`src/rtl/dsdac_pkg.sv`:
```
// Shared definitions for the delta-sigma DAC stream controller:
// sequencer state encoding, midscale helper and ramp slew helper.
package dsdac_pkg;

  typedef enum logic [1:0] {
    IDLE      = 2'd0,
    RAMP_UP   = 2'd1,
    RUN       = 2'd2,
    RAMP_DOWN = 2'd3
  } state_t;

  // Midscale code of an n-bit excess-2^(n-1) sample.
  function automatic logic [31:0] midscale(input int unsigned n);
    return 32'd1 << (n - 1);
  endfunction

  // Move x toward t by at most step. Operands are zero-extended samples,
  // so the wide intermediate never wraps and never overshoots t.
  function automatic logic [31:0] slew(input logic [31:0] x,
                                       input logic [31:0] t,
                                       input logic [31:0] step);
    logic [31:0] res;
    if (t >= x) begin
      res = ((t - x) <= step) ? t : (x + step);
    end else begin
      res = ((x - t) <= step) ? t : (x - step);
    end
    return res;
  endfunction

endpackage

```
`src/rtl/dsdac_nco.sv`:
```
// Phase-accumulator NCO: the accumulator carry, registered, becomes a
// one-clock tick. A zero increment never ticks.
module dsdac_nco #(
  parameter int ACC_W = 16
) (
  input  logic             clk,
  input  logic             reset,
  input  logic [ACC_W-1:0] tune,
  output logic             tick
);

  logic [ACC_W-1:0] acc_reg;
  logic [ACC_W:0]   sum;

  assign sum = {1'b0, acc_reg} + {1'b0, tune};

  // Accumulate the increment; the carry out is the next tick.
  always_ff @(posedge clk) begin
    if (reset) begin
      acc_reg <= '0;
      tick    <= 1'b0;
    end else begin
      acc_reg <= sum[ACC_W-1:0];
      tick    <= sum[ACC_W];
    end
  end

endmodule

```
`src/rtl/dsdac_stream_ctrl.sv`:
```
// Stream sequencer for the delta-sigma DAC: NCO tick generation, divide
// to sample strobe, one handshake pull per strobe, soft start/stop ramps
// around midscale and a sticky underrun flag.
module dsdac_stream_ctrl
  import dsdac_pkg::*;
#(
  parameter int N         = 8,
  parameter int ACC_W     = 16,
  parameter int OSR_LOG2  = 6,
  parameter int RAMP_STEP = 4
) (
  input  logic             clk,
  input  logic             reset,
  input  logic             enable,
  input  logic [ACC_W-1:0] tune,
  input  logic [N-1:0]     s_data,
  input  logic             s_valid,
  output logic             s_ready,
  input  logic             clr_underrun,
  output logic [N-1:0]     dac_in,
  output logic             dac_nco,
  output logic             underrun,
  output logic             busy
);

  localparam logic [N-1:0] MID = N'(midscale(N));

  logic                tick;
  logic [OSR_LOG2-1:0] tick_cnt_reg;
  logic                strobe;
  logic                take;
  logic                starve;
  logic [N-1:0]        held_after;
  logic [N-1:0]        slewed;

  state_t              state_reg, state_next;
  logic [N-1:0]        dac_in_reg, dac_in_next;
  logic [N-1:0]        held_reg, held_next;
  logic                underrun_reg;

  dsdac_nco #(.ACC_W(ACC_W)) u_nco (
    .clk   (clk),
    .reset (reset),
    .tune  (tune),
    .tick  (tick)
  );

  // Count modulator ticks; the last tick of each group is the sample strobe.
  always_ff @(posedge clk) begin
    if (reset) begin
      tick_cnt_reg <= '0;
    end else if (tick) begin
      tick_cnt_reg <= tick_cnt_reg + OSR_LOG2'(1);
    end
  end

  assign strobe     = tick && (&tick_cnt_reg);
  assign s_ready    = strobe && ((state_reg == RAMP_UP) || (state_reg == RUN));
  assign take       = s_ready && s_valid;
  assign starve     = s_ready && !s_valid;
  assign held_after = take ? s_data : held_reg;

  // Next state, next DAC value and held sample; enable acts immediately,
  // the DAC value only moves on strobes.
  always_comb begin
    state_next  = state_reg;
    dac_in_next = dac_in_reg;
    held_next   = held_after;
    slewed      = dac_in_reg;
    case (state_reg)
      IDLE: begin
        dac_in_next = MID;
        if (enable) state_next = RAMP_UP;
      end
      RAMP_UP: begin
        slewed = N'(slew(32'(dac_in_reg), 32'(held_after), 32'(RAMP_STEP)));
        if (strobe) dac_in_next = slewed;
        if (!enable) begin
          state_next = RAMP_DOWN;
        end else if (strobe && (slewed == held_after)) begin
          state_next = RUN;
        end
      end
      RUN: begin
        if (strobe) dac_in_next = held_after;
        if (!enable) state_next = RAMP_DOWN;
      end
      RAMP_DOWN: begin
        slewed = N'(slew(32'(dac_in_reg), 32'(MID), 32'(RAMP_STEP)));
        if (strobe) dac_in_next = slewed;
        if (enable) begin
          state_next = RAMP_UP;
        end else if (strobe && (slewed == MID)) begin
          state_next = IDLE;
          held_next  = MID;
        end
      end
      default: state_next = IDLE;
    endcase
  end

  // Sequencer registers.
  always_ff @(posedge clk) begin
    if (reset) begin
      state_reg  <= IDLE;
      dac_in_reg <= MID;
      held_reg   <= MID;
    end else begin
      state_reg  <= state_next;
      dac_in_reg <= dac_in_next;
      held_reg   <= held_next;
    end
  end

  // Sticky underrun: a new underrun outranks a simultaneous clear.
  always_ff @(posedge clk) begin
    if (reset) begin
      underrun_reg <= 1'b0;
    end else if (starve) begin
      underrun_reg <= 1'b1;
    end else if (clr_underrun) begin
      underrun_reg <= 1'b0;
    end
  end

  assign dac_in   = dac_in_reg;
  assign dac_nco  = tick;
  assign underrun = underrun_reg;
  assign busy     = (state_reg != IDLE);

endmodule

```
`config.mk`:
```
export PLATFORM = sky130hd
export DESIGN_NAME = dsdac_stream_ctrl
export DESIGN_NICKNAME = d
export VERILOG_FILES = /design/src/rtl/dsdac_pkg.sv /design/src/rtl/dsdac_nco.sv /design/src/rtl/dsdac_stream_ctrl.sv
export SDC_FILE = /design/constraint.sdc
export NUM_CORES = 1
export LEC_CHECK = 0
export ABC_AREA = 1
export CORE_MARGIN = 2
export CORE_UTILIZATION = 45
export DETAILED_ROUTE_END_ITERATION = 12
export HOLD_SLACK_MARGIN = 0.02
export PLACE_DENSITY = 0.65
export SETUP_SLACK_MARGIN = 0.3
export SYNTH_ARGS = -nofsm -noshare
export SYNTH_HDL_FRONTEND = slang
export SYNTH_SLANG_ARGS = --single-unit
```
`constraint.sdc`:
```
create_clock -name clk -period 8.5 [get_ports clk]
set_input_delay 1.275 -clock clk [delete_from_list [all_inputs] [get_ports clk]]
set_output_delay 1.275 -clock clk [all_outputs]
set_load 0.05 [all_outputs]
```
After elaboration in Yosys (flattened, before gate mapping)
Cells that the tools add are included.

Equal/unequal tests: 12. Mux-type cells: 25. Reductions and logical operators: 14. Order comparisons: 6. Add/subtract/negate cells: 8.

Operators with widths (count): less-or-equal comparator 32 x 3 -> 1 bit, second input constant (4); two-way mux 8 bit (15); case mux 8 bit (4 select lines) (1); subtractor 8 x 8 -> 9 bit (2); adder 16 x 16 -> 17 bit (1); two-way mux 2 bit (6); != test 2 bit, second input constant (5); subtractor 8 x 8 -> 9 bit, first input constant (1); subtractor 8 x 8 -> 9 bit, second input constant (1); adder 8 x 3 -> 8 bit, second input constant (1); equality test 8 bit (1); equality test 8 bit, second input constant (1); greater-or-equal comparator 8 bit (1); greater-or-equal comparator 8 bit, first input constant (1); case mux 2 bit (4 select lines) (1); subtractor 8 x 3 -> 8 bit, second input constant (1); adder 6 x 1 -> 6 bit, second input constant (1); logical AND 1 bit (6); AND reduction 6 bit (1); equality test 2 bit, second input constant (2); AND reduction 4 bit (1); nonzero test 2 bit (2); != test 3 x 2 -> 1 bit, second input constant (1); != test 3 bit, second input constant (1); 6 further kinds (7).

Bits of input ports: 29. Output and inout bits: 12. Flip-flop bits (word level): 42.

Longest topological paths before layout
Gate-level depths: netlist of run 1.

Depth after elaboration: 15. Depth in mapped cells: 33.

Modules after synthesis
From an unflattened synthesis of run 1, not the netlist that was laid out.

Cells, all modules: 758. Area, all modules: 4635.7 um^2.

Modules (own cells, without submodules): dsdac_stream_ctrl (cells each 537, times used 1, area an instance 3256.9 um^2); dsdac_nco (cells each 221, times used 1, area an instance 1378.8 um^2).

Worst setup path before layout of run 1
Ideal clock, no wire load.

Kind: in2reg. From: input s_valid. To: register state_reg[0]. Setup slack: 4.476 ns. Required time: 8.385 ns. Buffers on the path: 0. Stages on the path: 24. Arrival time: 3.909 ns. Cell sequence: nand4_4 > or2_2 > o21ai_1 > inv_1 > ha_1 > nand2_1 > nor2_1 > nor3_1 > a21oi_1 > nand3_2 > nor2_4 > nand3_1 > nand3_2 > nand2_2 > nand2_1 > nand2_1 > inv_1 > nand3_2 > nor2_2 > nand2_1 > nand2_1 > nand2_2 > a21oi_1 > nor2_1.

Word-level cells in the longest chain between the ends: 11.

Ends and longest elaborated chain: from (decl) (RTL line dsdac_stream_ctrl.sv:17) `input logic s_valid,`; logical AND 1 bit * (RTL line dsdac_stream_ctrl.sv:59) `assign take = s_ready && s_valid;`; two-way mux 8 bit * (RTL line dsdac_stream_ctrl.sv:61) `assign held_after = take ? s_data : held_reg;`; subtractor 8 x 8 -> 9 bit (on tied branches) (RTL line dsdac_pkg.sv:26, dsdac_pkg.sv:24); less-or-equal comparator 32 x 3 -> 1 bit (on tied branches) (RTL line dsdac_pkg.sv:26, dsdac_pkg.sv:24); two-way mux 8 bit (on tied branches) (RTL line dsdac_pkg.sv:26, dsdac_pkg.sv:24); two-way mux 8 bit (RTL line dsdac_pkg.sv:23) `if (t >= x) begin`; two-way mux 8 bit (RTL line dsdac_stream_ctrl.sv:70) `case (state_reg)`; equality test 8 bit * (RTL line dsdac_stream_ctrl.sv:80) `end else if (strobe && (slewed == held_after)) begin`; logical AND 1 bit * (RTL line dsdac_stream_ctrl.sv:80); != test 3 x 2 -> 1 bit (no line) *; AND reduction 4 bit (no line) *; to (signal assigned) (RTL line dsdac_stream_ctrl.sv:109) `state_reg <= state_next;`; to (decl) (RTL line dsdac_stream_ctrl.sv:36) `state_t state_reg, state_next;`.

Mark *: on every way between the ends. The rest lies on a longest branch, timed or not. The select of a mux whose other input is x is not followed. A chain may end at the register's enable or synchronous reset.

Worst setup path in the final report of run 1
Ends and elaborated chain as after synthesis.

==> metrics.md, run 1 <==
| Metric | Value |
|---|---|
| I/O Buffers | 40 |
| Int Pwr | 0.928 mW |
| Power Density | 463 nW/um2 |
| Seq/Total Area, Yosys | 19.7% |
| Share of total power in the clock network | 8.6% |
| Critical Path End Type | register |
| Area Growth Syn to Fin | 13.7% |
| CTS sink cnt | 42 |
| Netlist Area Pre-Place | 4260 um2 |
| Setup Skew | 0.0149 ns |
| Grt total ovfl | 0 |
| Data required, critical path | 8.70 ns |
| Worst-Margin Slew | 0.852 ns |
| Period utilization | 60.5% |
| CP arrival | 5.35 ns |
| Core Util, Final | 52.7% |
| Non-Filler Instances | 838 |
| First-pass GRT wire length | 20.5 mm |
| Seq pwr share | 12.2% |
| Fin nets | 792 |
| CTS buffer count | 5 |
| Yosys top cell area share | 19.7% |
| Post-Synth Simple-Gate Area | 41.1% |
| Drt total wl | 12.1 mm |
| Async set or reset register ratio after synthesis | 0% |
| Core Region | 9200 um2 |
| Synth unique cells | 46 |
| GRT Total Usage | 24.7% |
| Maximum clock insertion buffer count | 2 |
| Status | finished clean |
| # setup viols final | 0 |
| Worst skew pair latency | 0.30 ns |
| LEAKAGE | 2.40 nW |
| Cell accounting for the most synthesized area | dfxtp_1 |
| Final hold violation count | 0 |
| RSZ-0062 raised after global routing | no |
| CP Class | input pin to register |
| Pins over their slew limit | 0 |
| Hpwl dp | 9.55 mm |
| Flops & latches, synth | 42 |
| Syn. warnings | 0 |
| TritonCTS clock tree | done |
| GP Congestion | 0.992 |
| Worst VDD drop | 0.334 mV |
| Mapped Nets | 760 |
| Post-synthesis xor/xnor area fraction | 1.82% |
| Vias/cell | 5.55 |
| # DRC | 0 |
| Clock slew at reported path FFs | 0.09 ns |
| Vias | 4650 |
| Comb power frac | 79.2% |
| Hold Crit Class | register to register |
| Top post-synthesis cells by area | dfxtp_1 20%, nand2_1 16%, ha_1 11% |
| Die width | 101 um |
| Synth Area in Compound Gates | 15.4% |
| Fillers | 936 |
| DR pass1 iterations | 5 |
| Initial antenna violation count | 0 |
| Largest family of logic cells by synthesized area | simple AND/OR/NAND/NOR gates |
| Fmax | 0.195 GHz |
| Setup TNS | 0 ns |
| Fraction of layout cells with a size suffix above 1 | 7.43% |
| Cell count after synthesis | 694 |
| Antenna-violating nets left | 0 |
| Relative slew margins | 42.9% |
| Post-Synth Adder-Cell Area | 11.0% |
| Drt wl/cell | 14.4 um |
| CP Max Fanout | 11 |
| Placed cell area | 4710 um2 |
| Maxcap violations | 0 |
| Initial Utilization | 46.4% |
| Vias in the first global route | 4393 |
| Critical path startpoint category | input pin |
| Post-synthesis mux area share | 0% |
| Postcts setup bufs | 0 |
| Ant diodes | 0 |
| Post-synth EDFFs | 0 |
| CTS H-Tree Depth | 2 |
| Largest net degree at the start of global routing | 22 |
| Ys flop type | dfxtp_1 |
| Max FFs per register | 16 |
| Dpl cells | 830 |
| Die area | 10300 um2 |
| Count leader, synth | nand2_1 |
| Clk root buf | clkbuf_8 |
| Leading cell types by count after synthesis | 178 x nand2_1, 93 x inv_1, 79 x nand3_1 |
| Die Y | 101 um |
| Row Count | 35 |
| Cts repair resizes | 0 |
| # hold bufs at CTS | 0 |
| 1st-iter DRT viols | 453 |
| P_sw | 1.32 mW |
| Tmin final | 5.14 ns |
| Switching part of the total | 58.7% |
| Avg Inst Size Synth | 6.14 um2 |
| Cell area after layout | 4850 um2 |
| Number of placed I/O pins | 41 |
logic make-up after synthesis:
group	after synthesis
flip-flops	42
XOR/XNOR	8
AO/OA/AOI/OAI	119
buffers and inverters	114
adder cells (fa/ha/maj)	37
AND/OR/NAND/NOR	374
worst max-delay path, stage by stage:
cell and delay, ns:
clkdlybuf4s50_1 0.52, inv_1 0.13, nor2_8 0.24, nand2_1 0.09, o21ai_0 0.21, ha_1 0.43, nand2_1 0.13, inv_1 0.06
a221oi_1 0.31, nand2_2 0.12, xor2_2 0.49, nand3_2 0.31, nand2_1 0.15, nand3_1 0.11, nand3_1 0.15, nand2_1 0.06
inv_1 0.06, nand3_2 0.06, nor2_2 0.07, nand2_1 0.05, nand2_1 0.06, nand2_2 0.06, a21oi_1 0.14, nor2_1 0.06
power by group through the flow:
stage / combinational [mW] / sequential, mW / clock (mW)
detailed placement: 1.73 / 0.277 / 0
finish: 1.78 / 0.274 / 0.192
global route: 2.04 / 0.277 / 0.205
floorplan: 1.43 / 0.287 / 0
global placement: 1.71 / 0.277 / 0
CTS: 1.74 / 0.273 / 0.196
layer usage:
layer | up-vias | global-route usage, % | share of wire (%)
li1 | 2345 | - | -
met5 | - | 0 | 0
met1 | 2085 | 33.4 | 44
met3 | 33 | 3.17 | 7.5
met2 | 187 | 40.1 | 45
met4 | 0 | 9.46 | 3.0
layout by cell type, fill, tap and decap left out, types with 3 or more instances in the layout:
cell and n:
a21oi_1 52, clkbuf_8 5, clkdlybuf4s50_1 40, clkinv_1 3
dfxtp_1 42, ha_1 36, inv_1 93, nand2_1 178
nand2_2 20, nand3_1 79, nand3_2 8, nand4_1 9
nor2_1 52, nor2_2 4, nor3_1 12, nor4_1 3
o21ai_0 40, o21bai_1 3, o22ai_1 7, xor2_1 5
final cells by class:
class	instances	area (um2)	share of cell area [%]
multi-input cells	538	2960	61.0
clock inverters	3	68.8	1.42
inverters	99	374	7.71
clock buffers	5	68.8	1.42
well taps	111	139	2.86
flip-flops and latches	42	841	17.3
repair buffers	40	400	8.26
per-stage QoR:
| step | hold WS [ns] | setup slack, ns | power (mW) |
|---|---|---|---|
| floorplan | 0.443 | 4.48 | 1.72 |
| global route | 0.508 | 3.03 | 2.52 |
| detailed placement | 0.459 | 3.17 | 2.01 |
| global placement | 0.462 | 3.19 | 1.99 |
| finish | 0.477 | 3.36 | 2.24 |
| CTS | 0.485 | 3.48 | 2.21 |
final timing paths:
kind,startpoint,endpoint,slack (ns),depth (start not counted)
max,s_valid,state_reg[0]$_SDFFE_PP0P_,3.36,24
min,underrun$_SDFFE_PP0P_,underrun$_SDFFE_PP0P_,0.48,2
max reg2reg,state_reg[0]$_SDFFE_PP0P_,state_reg[0]$_SDFFE_PP0P_,3.97,25
min reg2reg,underrun$_SDFFE_PP0P_,underrun$_SDFFE_PP0P_,0.48,2
Power figures use the tool's default switching activity.
==> run 2, diff against run 1 <==
--- a/config.mk
+++ b/config.mk
@@ -10,7 +10,7 @@
 export CORE_UTILIZATION = 45
 export DETAILED_ROUTE_END_ITERATION = 12
 export HOLD_SLACK_MARGIN = 0.02
-export PLACE_DENSITY = 0.65
+export PLACE_DENSITY = 0.68
 export SETUP_SLACK_MARGIN = 0.3
 export SYNTH_ARGS = -nofsm -noshare
 export SYNTH_HDL_FRONTEND = slang
==> constraint.sdc (replaced) <==
create_clock -name clk -period 4.53 [get_ports clk]
set_input_delay 0.6795 -clock clk [delete_from_list [all_inputs] [get_ports clk]]
set_output_delay 0.6795 -clock clk [all_outputs]
set_load 0.05 [all_outputs]
==> metrics.md, run 2 (synthesized netlist as in run 1, its figures left out) <==
| Metric | Value |
|---|---|
| TritonCTS clock tree | done |
| # setup viols final | 0 |
| Maxcap violations | 0 |
| CTS buffer count | 5 |
| Fraction of layout cells with a size suffix above 1 | 12.1% |
| Area Growth Syn to Fin | 18.1% |
| Vias/cell | 5.51 |
| I/O Buffers | 40 |
| CTS sink cnt | 42 |
| Core Region | 9200 um2 |
| Commonest non-fill, non-tap cell in the layout | nand2_1 |
| Largest net degree at the start of global routing | 22 |
| Hpwl dp | 9.85 mm |
| Ant diodes | 0 |
| Tmin final | 3.97 ns |
| Vias | 4709 |
| Crit path to | state_reg[0]$_SDFFE_PP0P_ |
| Vias in the first global route | 4515 |
| Max FFs per register | 16 |
| Hold Crit Class | register to register |
| R2r setup slk | 0.63 ns |
| Number of placed I/O pins | 41 |
| Antenna-violating nets left | 0 |
| CP arrival | 4.17 ns |
| Worst skew pair latency | 0.30 ns |
| Pins over their slew limit | 0 |
| First-pass GRT wire length | 20.5 mm |
| Final hold violation count | 0 |
| Maximum clock insertion buffer count | 2 |
| Drt total wl | 12.6 mm |
| Fmax | 0.252 GHz |
| Setup Skew | 0.00663 ns |
| Clk root buf | clkbuf_8 |
| GRT Total Usage | 24.9% |
| Status | finished clean |
| Period utilization | 87.7% |
| Die area | 10300 um2 |
| FF-to-FF Start | tick_cnt_reg[0]$_SDFFE_PP0P_ |
| Core Util, Final | 54.8% |
| Critical Path End Type | register |
| DR pass1 iterations | 5 |
| Setup TNS | 0 ns |
| Relative slew margins | 44.2% |
| RSZ-0062 raised after global routing | no |
| R2R depth | 28 |
| Row Count | 35 |
| Final setup margin | 0.557 ns |
| GP Congestion | 0.974 |
| RR Endpoint | state_reg[0]$_SDFFE_PP0P_ |
| Fillers | 923 |
| CTS H-Tree Depth | 2 |
| Cell area after layout | 5040 um2 |
| Most frequent cells in the layout | 174 x nand2_1, 91 x inv_1, 77 x nand3_1 |
| Clock slew at reported path FFs | 0.09 ns |
| Origin of the worst setup path | s_valid |
| Worst-Margin Slew | 0.833 ns |
| Fin nets | 808 |
| Grt total ovfl | 0 |
| CP Class | input pin to register |
| Placed cell area | 4780 um2 |
| CP Max Fanout | 10 |
| Die width | 101 um |
| 1st-iter DRT viols | 293 |
| Die Y | 101 um |
| Initial Utilization | 46.4% |
| Hold depth | 2 |
| Pre-CTS setup slack | 0.0323 ns |
| Data required, critical path | 4.73 ns |
| Critical path startpoint category | input pin |
| # DRC | 0 |
| Drt wl/cell | 14.8 um |
| Initial antenna violation count | 0 |
==> run 2: changes by cell type in the layout (fill, tap and decap cells not counted), sizes merged <==
cell	before	now
buf	0	15
inv	96	95
clkinv	4	3
nor2	60	61
bufinv	2	1
clkinvlp	0	3
==> run 2: cell type report <==
cell class | instances | area [um2] | share of cell area (%)
Multi-Input combinational cell | 539 | 3050 | 60.5
Sequential cell | 42 | 846 | 16.8
Timing Repair Buffer | 55 | 513 | 10.2
Inverter | 99 | 378 | 7.50
Tap cell | 111 | 139 | 2.76
Clock buffer | 5 | 68.8 | 1.37
Clock inverter | 3 | 45.0 | 0.894
==> run 2: timing repair <==
| action | 4_1_cts | 5_1_grt |
|---|---|---|
| hold buffers | 0 | 0 |
| gates resized for setup | 0 | 26 |
| setup buffers | 0 | 6 |
| endpoints found under the setup margin | 0 | 10 |
==> run 2: worst min-delay path by stage <==
stage                                      start                            to
floorplan           tick_cnt_reg[4]$_SDFFE_PP0P_  tick_cnt_reg[4]$_SDFFE_PP0P_
global placement    tick_cnt_reg[4]$_SDFFE_PP0P_  tick_cnt_reg[4]$_SDFFE_PP0P_
detailed placement         underrun$_SDFFE_PP0P_         underrun$_SDFFE_PP0P_
CTS                        underrun$_SDFFE_PP0P_         underrun$_SDFFE_PP0P_
global route               underrun$_SDFFE_PP0P_         underrun$_SDFFE_PP0P_
finish                     underrun$_SDFFE_PP0P_         underrun$_SDFFE_PP0P_
==> run 2: worst max-delay path: stages <==
cell	delay (ns)
clkdlybuf4s50_1	0.54
inv_2	0.13
nor2_4	0.18
buf_4	0.15
nand2_4	0.05
nand2_4	0.10
ha_1	0.32
nand2_1	0.12
inv_1	0.05
a221oi_1	0.30
nand2_2	0.11
xor2_2	0.20
buf_4	0.20
nand3_1	0.08
nand2_1	0.07
nand2_1	0.06
nand2_1	0.11
nand2_1	0.06
nand2_1	0.10
nand2_1	0.07
nor2_2	0.09
nand2_1	0.05
nand2_1	0.06
nand2_2	0.06
a21oi_1	0.14
nor2_1	0.06
==> run 2: routing by layer <==
layer	vias up	part of all wire, %	track usage, %
met2	165	45	41.9
met5	-	0	0
met4	0	4.7	10.2
met1	2114	43	31.7
li1	2382	-	-
met3	48	7.5	3.86
==> run 2: per-stage QoR <==
step / instances / hold slack [ns]
6_report: 854 / 0.477
3_3_place_gp: 839 / 0.460
2_1_floorplan: 694 / 0.443
5_1_grt: 854 / 0.498
4_1_cts: 847 / 0.483
3_5_place_dp: 839 / 0.464
Power of run 2 is not shown: default switching activity piles up to over one toggle a cycle in this logic, so the estimate is an artifact.
==> run 3, diff against run 2 <==
--- a/config.mk
+++ b/config.mk
@@ -10,7 +10,7 @@
 export CORE_UTILIZATION = 45
 export DETAILED_ROUTE_END_ITERATION = 12
 export HOLD_SLACK_MARGIN = 0.02
-export PLACE_DENSITY = 0.68
+export PLACE_DENSITY = 0.65
 export SETUP_SLACK_MARGIN = 0.3
 export SYNTH_ARGS = -nofsm -noshare
 export SYNTH_HDL_FRONTEND = slang
==> constraint.sdc (replaced) <==
create_clock -name clk -period 3.73 [get_ports clk]
set_input_delay 0.5595 -clock clk [delete_from_list [all_inputs] [get_ports clk]]
set_output_delay 0.5595 -clock clk [all_outputs]
set_load 0.05 [all_outputs]
==> metrics.md, run 3 (synthesized netlist as in run 1, its figures left out) <==
| Metric | Value |
|---|---|
| CTS sink cnt | 42 |
| Fillers | 769 |
| CP Max Fanout | 5 |
| 1st-iter DRT viols | 418 |
| Area Growth Syn to Fin | 45.8% |
| Cell mode on critical path | nand2_2 |
| Critical-path top delay cell | dfxtp_2 |
| Hold Crit Class | register to register |
| Fmax | 0.272 GHz |
| # hold bufs at CTS | 0 |
| CP Class | register to register |
| Max FFs per register | 16 |
| # setup viols final | 0 |
| Pins over their slew limit | 0 |
| Largest net degree at the start of global routing | 22 |
| Hpwl dp | 10.7 mm |
| Die width | 101 um |
| Worst-Margin Slew | 0.977 ns |
| Row Count | 35 |
| Clk root buf | clkbuf_8 |
| Initial antenna violation count | 0 |
| # DRC | 0 |
| Drt wl/cell | 15.9 um |
| Critical Path End Type | register |
| Die Y | 101 um |
| Tmin final | 3.68 ns |
| Cell area after layout | 6220 um2 |
| Final hold violation count | 0 |
| Die area | 10300 um2 |
| GP Congestion | 1.03 |
| Setup Skew | 0.0151 ns |
| RSZ-0062 raised after global routing | yes |
| Period utilization | 98.6% |
| Vias/cell | 5.54 |
| First-pass GRT wire length | 23.5 mm |
| CP arrival | 3.92 ns |
| Relative slew margins | 34.5% |
| Vias | 5174 |
| CTS H-Tree Depth | 2 |
| Maxcap violations | 0 |
| TritonCTS clock tree | done |
| Critical path startpoint category | register |
| I/O Buffers | 40 |
| Core Region | 9200 um2 |
| Ant diodes | 0 |
| Grt total ovfl | 0 |
| Status | finished clean |
| Placed cell area | 5250 um2 |
| Drt total wl | 14.9 mm |
| Antenna-violating nets left | 0 |
| Commonest non-fill, non-tap cell in the layout | nand2_1 |
| Most frequent cells in the layout | 137 x nand2_1, 84 x inv_1, 81 x buf_4 |
| Number of placed I/O pins | 41 |
| Initial Utilization | 46.4% |
| Data required, critical path | 3.98 ns |
| Fin nets | 888 |
| Fraction of layout cells with a size suffix above 1 | 32.9% |
| GRT Total Usage | 28.9% |
| Maximum clock insertion buffer count | 2 |
| CP max stage delay | 0.35 ns |
| Worst skew pair latency | 0.31 ns |
| CTS buffer count | 5 |
| DR pass1 iterations | 6 |
| Vias in the first global route | 5036 |
| Clock slew at reported path FFs | 0.10 ns |
-- run 3: worst paths after layout --
check | from | end | slack (ns) | cells after the start
min reg2reg | underrun$_SDFFE_PP0P_ | underrun$_SDFFE_PP0P_ | 0.47 | 2
min | underrun$_SDFFE_PP0P_ | underrun$_SDFFE_PP0P_ | 0.47 | 2
max | state_reg[1]$_SDFFE_PP0P_ | state_reg[0]$_SDFFE_PP0P_ | 0.05 | 28
max reg2reg | state_reg[1]$_SDFFE_PP0P_ | state_reg[0]$_SDFFE_PP0P_ | 0.05 | 28
-- run 3: metal layers --
metal	wire length (um)	GRT usage, %	vias to the layer above
li1	-	-	2550
met3	1150	4.28	48
met2	7160	49.9	202
met4	652	13.1	0
met5	0	0	-
met1	5920	35.5	2374
-- run 3: layout make-up --
cell class / instances / area (um2) / share of cell area, %
Sequential cell: 42 / 850 / 13.7
Clock buffer: 5 / 68.8 / 1.11
Inverter: 99 / 379 / 6.10
Timing Repair Buffer: 133 / 1150 / 18.5
Multi-Input combinational cell: 541 / 3590 / 57.7
Clock inverter: 3 / 45.0 / 0.724
Tap cell: 111 / 139 / 2.23
-- run 3: what timing repair did --
item	in CTS	in global routing
endpoints found under the setup margin	10	20
buffers inserted	16	11
gates cloned	3	0
pin swaps	34	42
resized for setup	66	101
-- run 3: through the flow --
stage	setup slack [ns]	cells	hold slack, ns	TNS, ns	utilization, %
after global placement	-0.236	896	0.461	-1.22	57.0
after floorplan	0.323	694	0.443	0	-
after detailed placement	-0.337	896	0.460	-1.85	57.0
after global routing	-0.157	934	0.488	-0.358	67.6
final	0.0529	934	0.470	0	67.6
after CTS	0.227	923	0.476	0	62.9
-- run 3: worst max-delay path: cells and delay by family (launching register included) --
| family | cells | cell delay [ns] |
|---|---|---|
| adders and majority gates | 2 | 0.53 |
| buffers and inverters | 4 | 0.40 |
| AOI/OAI and AO/OA | 1 | 0.25 |
| DFF | 1 | 0.35 |
| and+or+nand+nor | 20 | 1.87 |
| xor gates and xnor gates | 1 | 0.19 |
Power of run 3 is left out for the same reason.
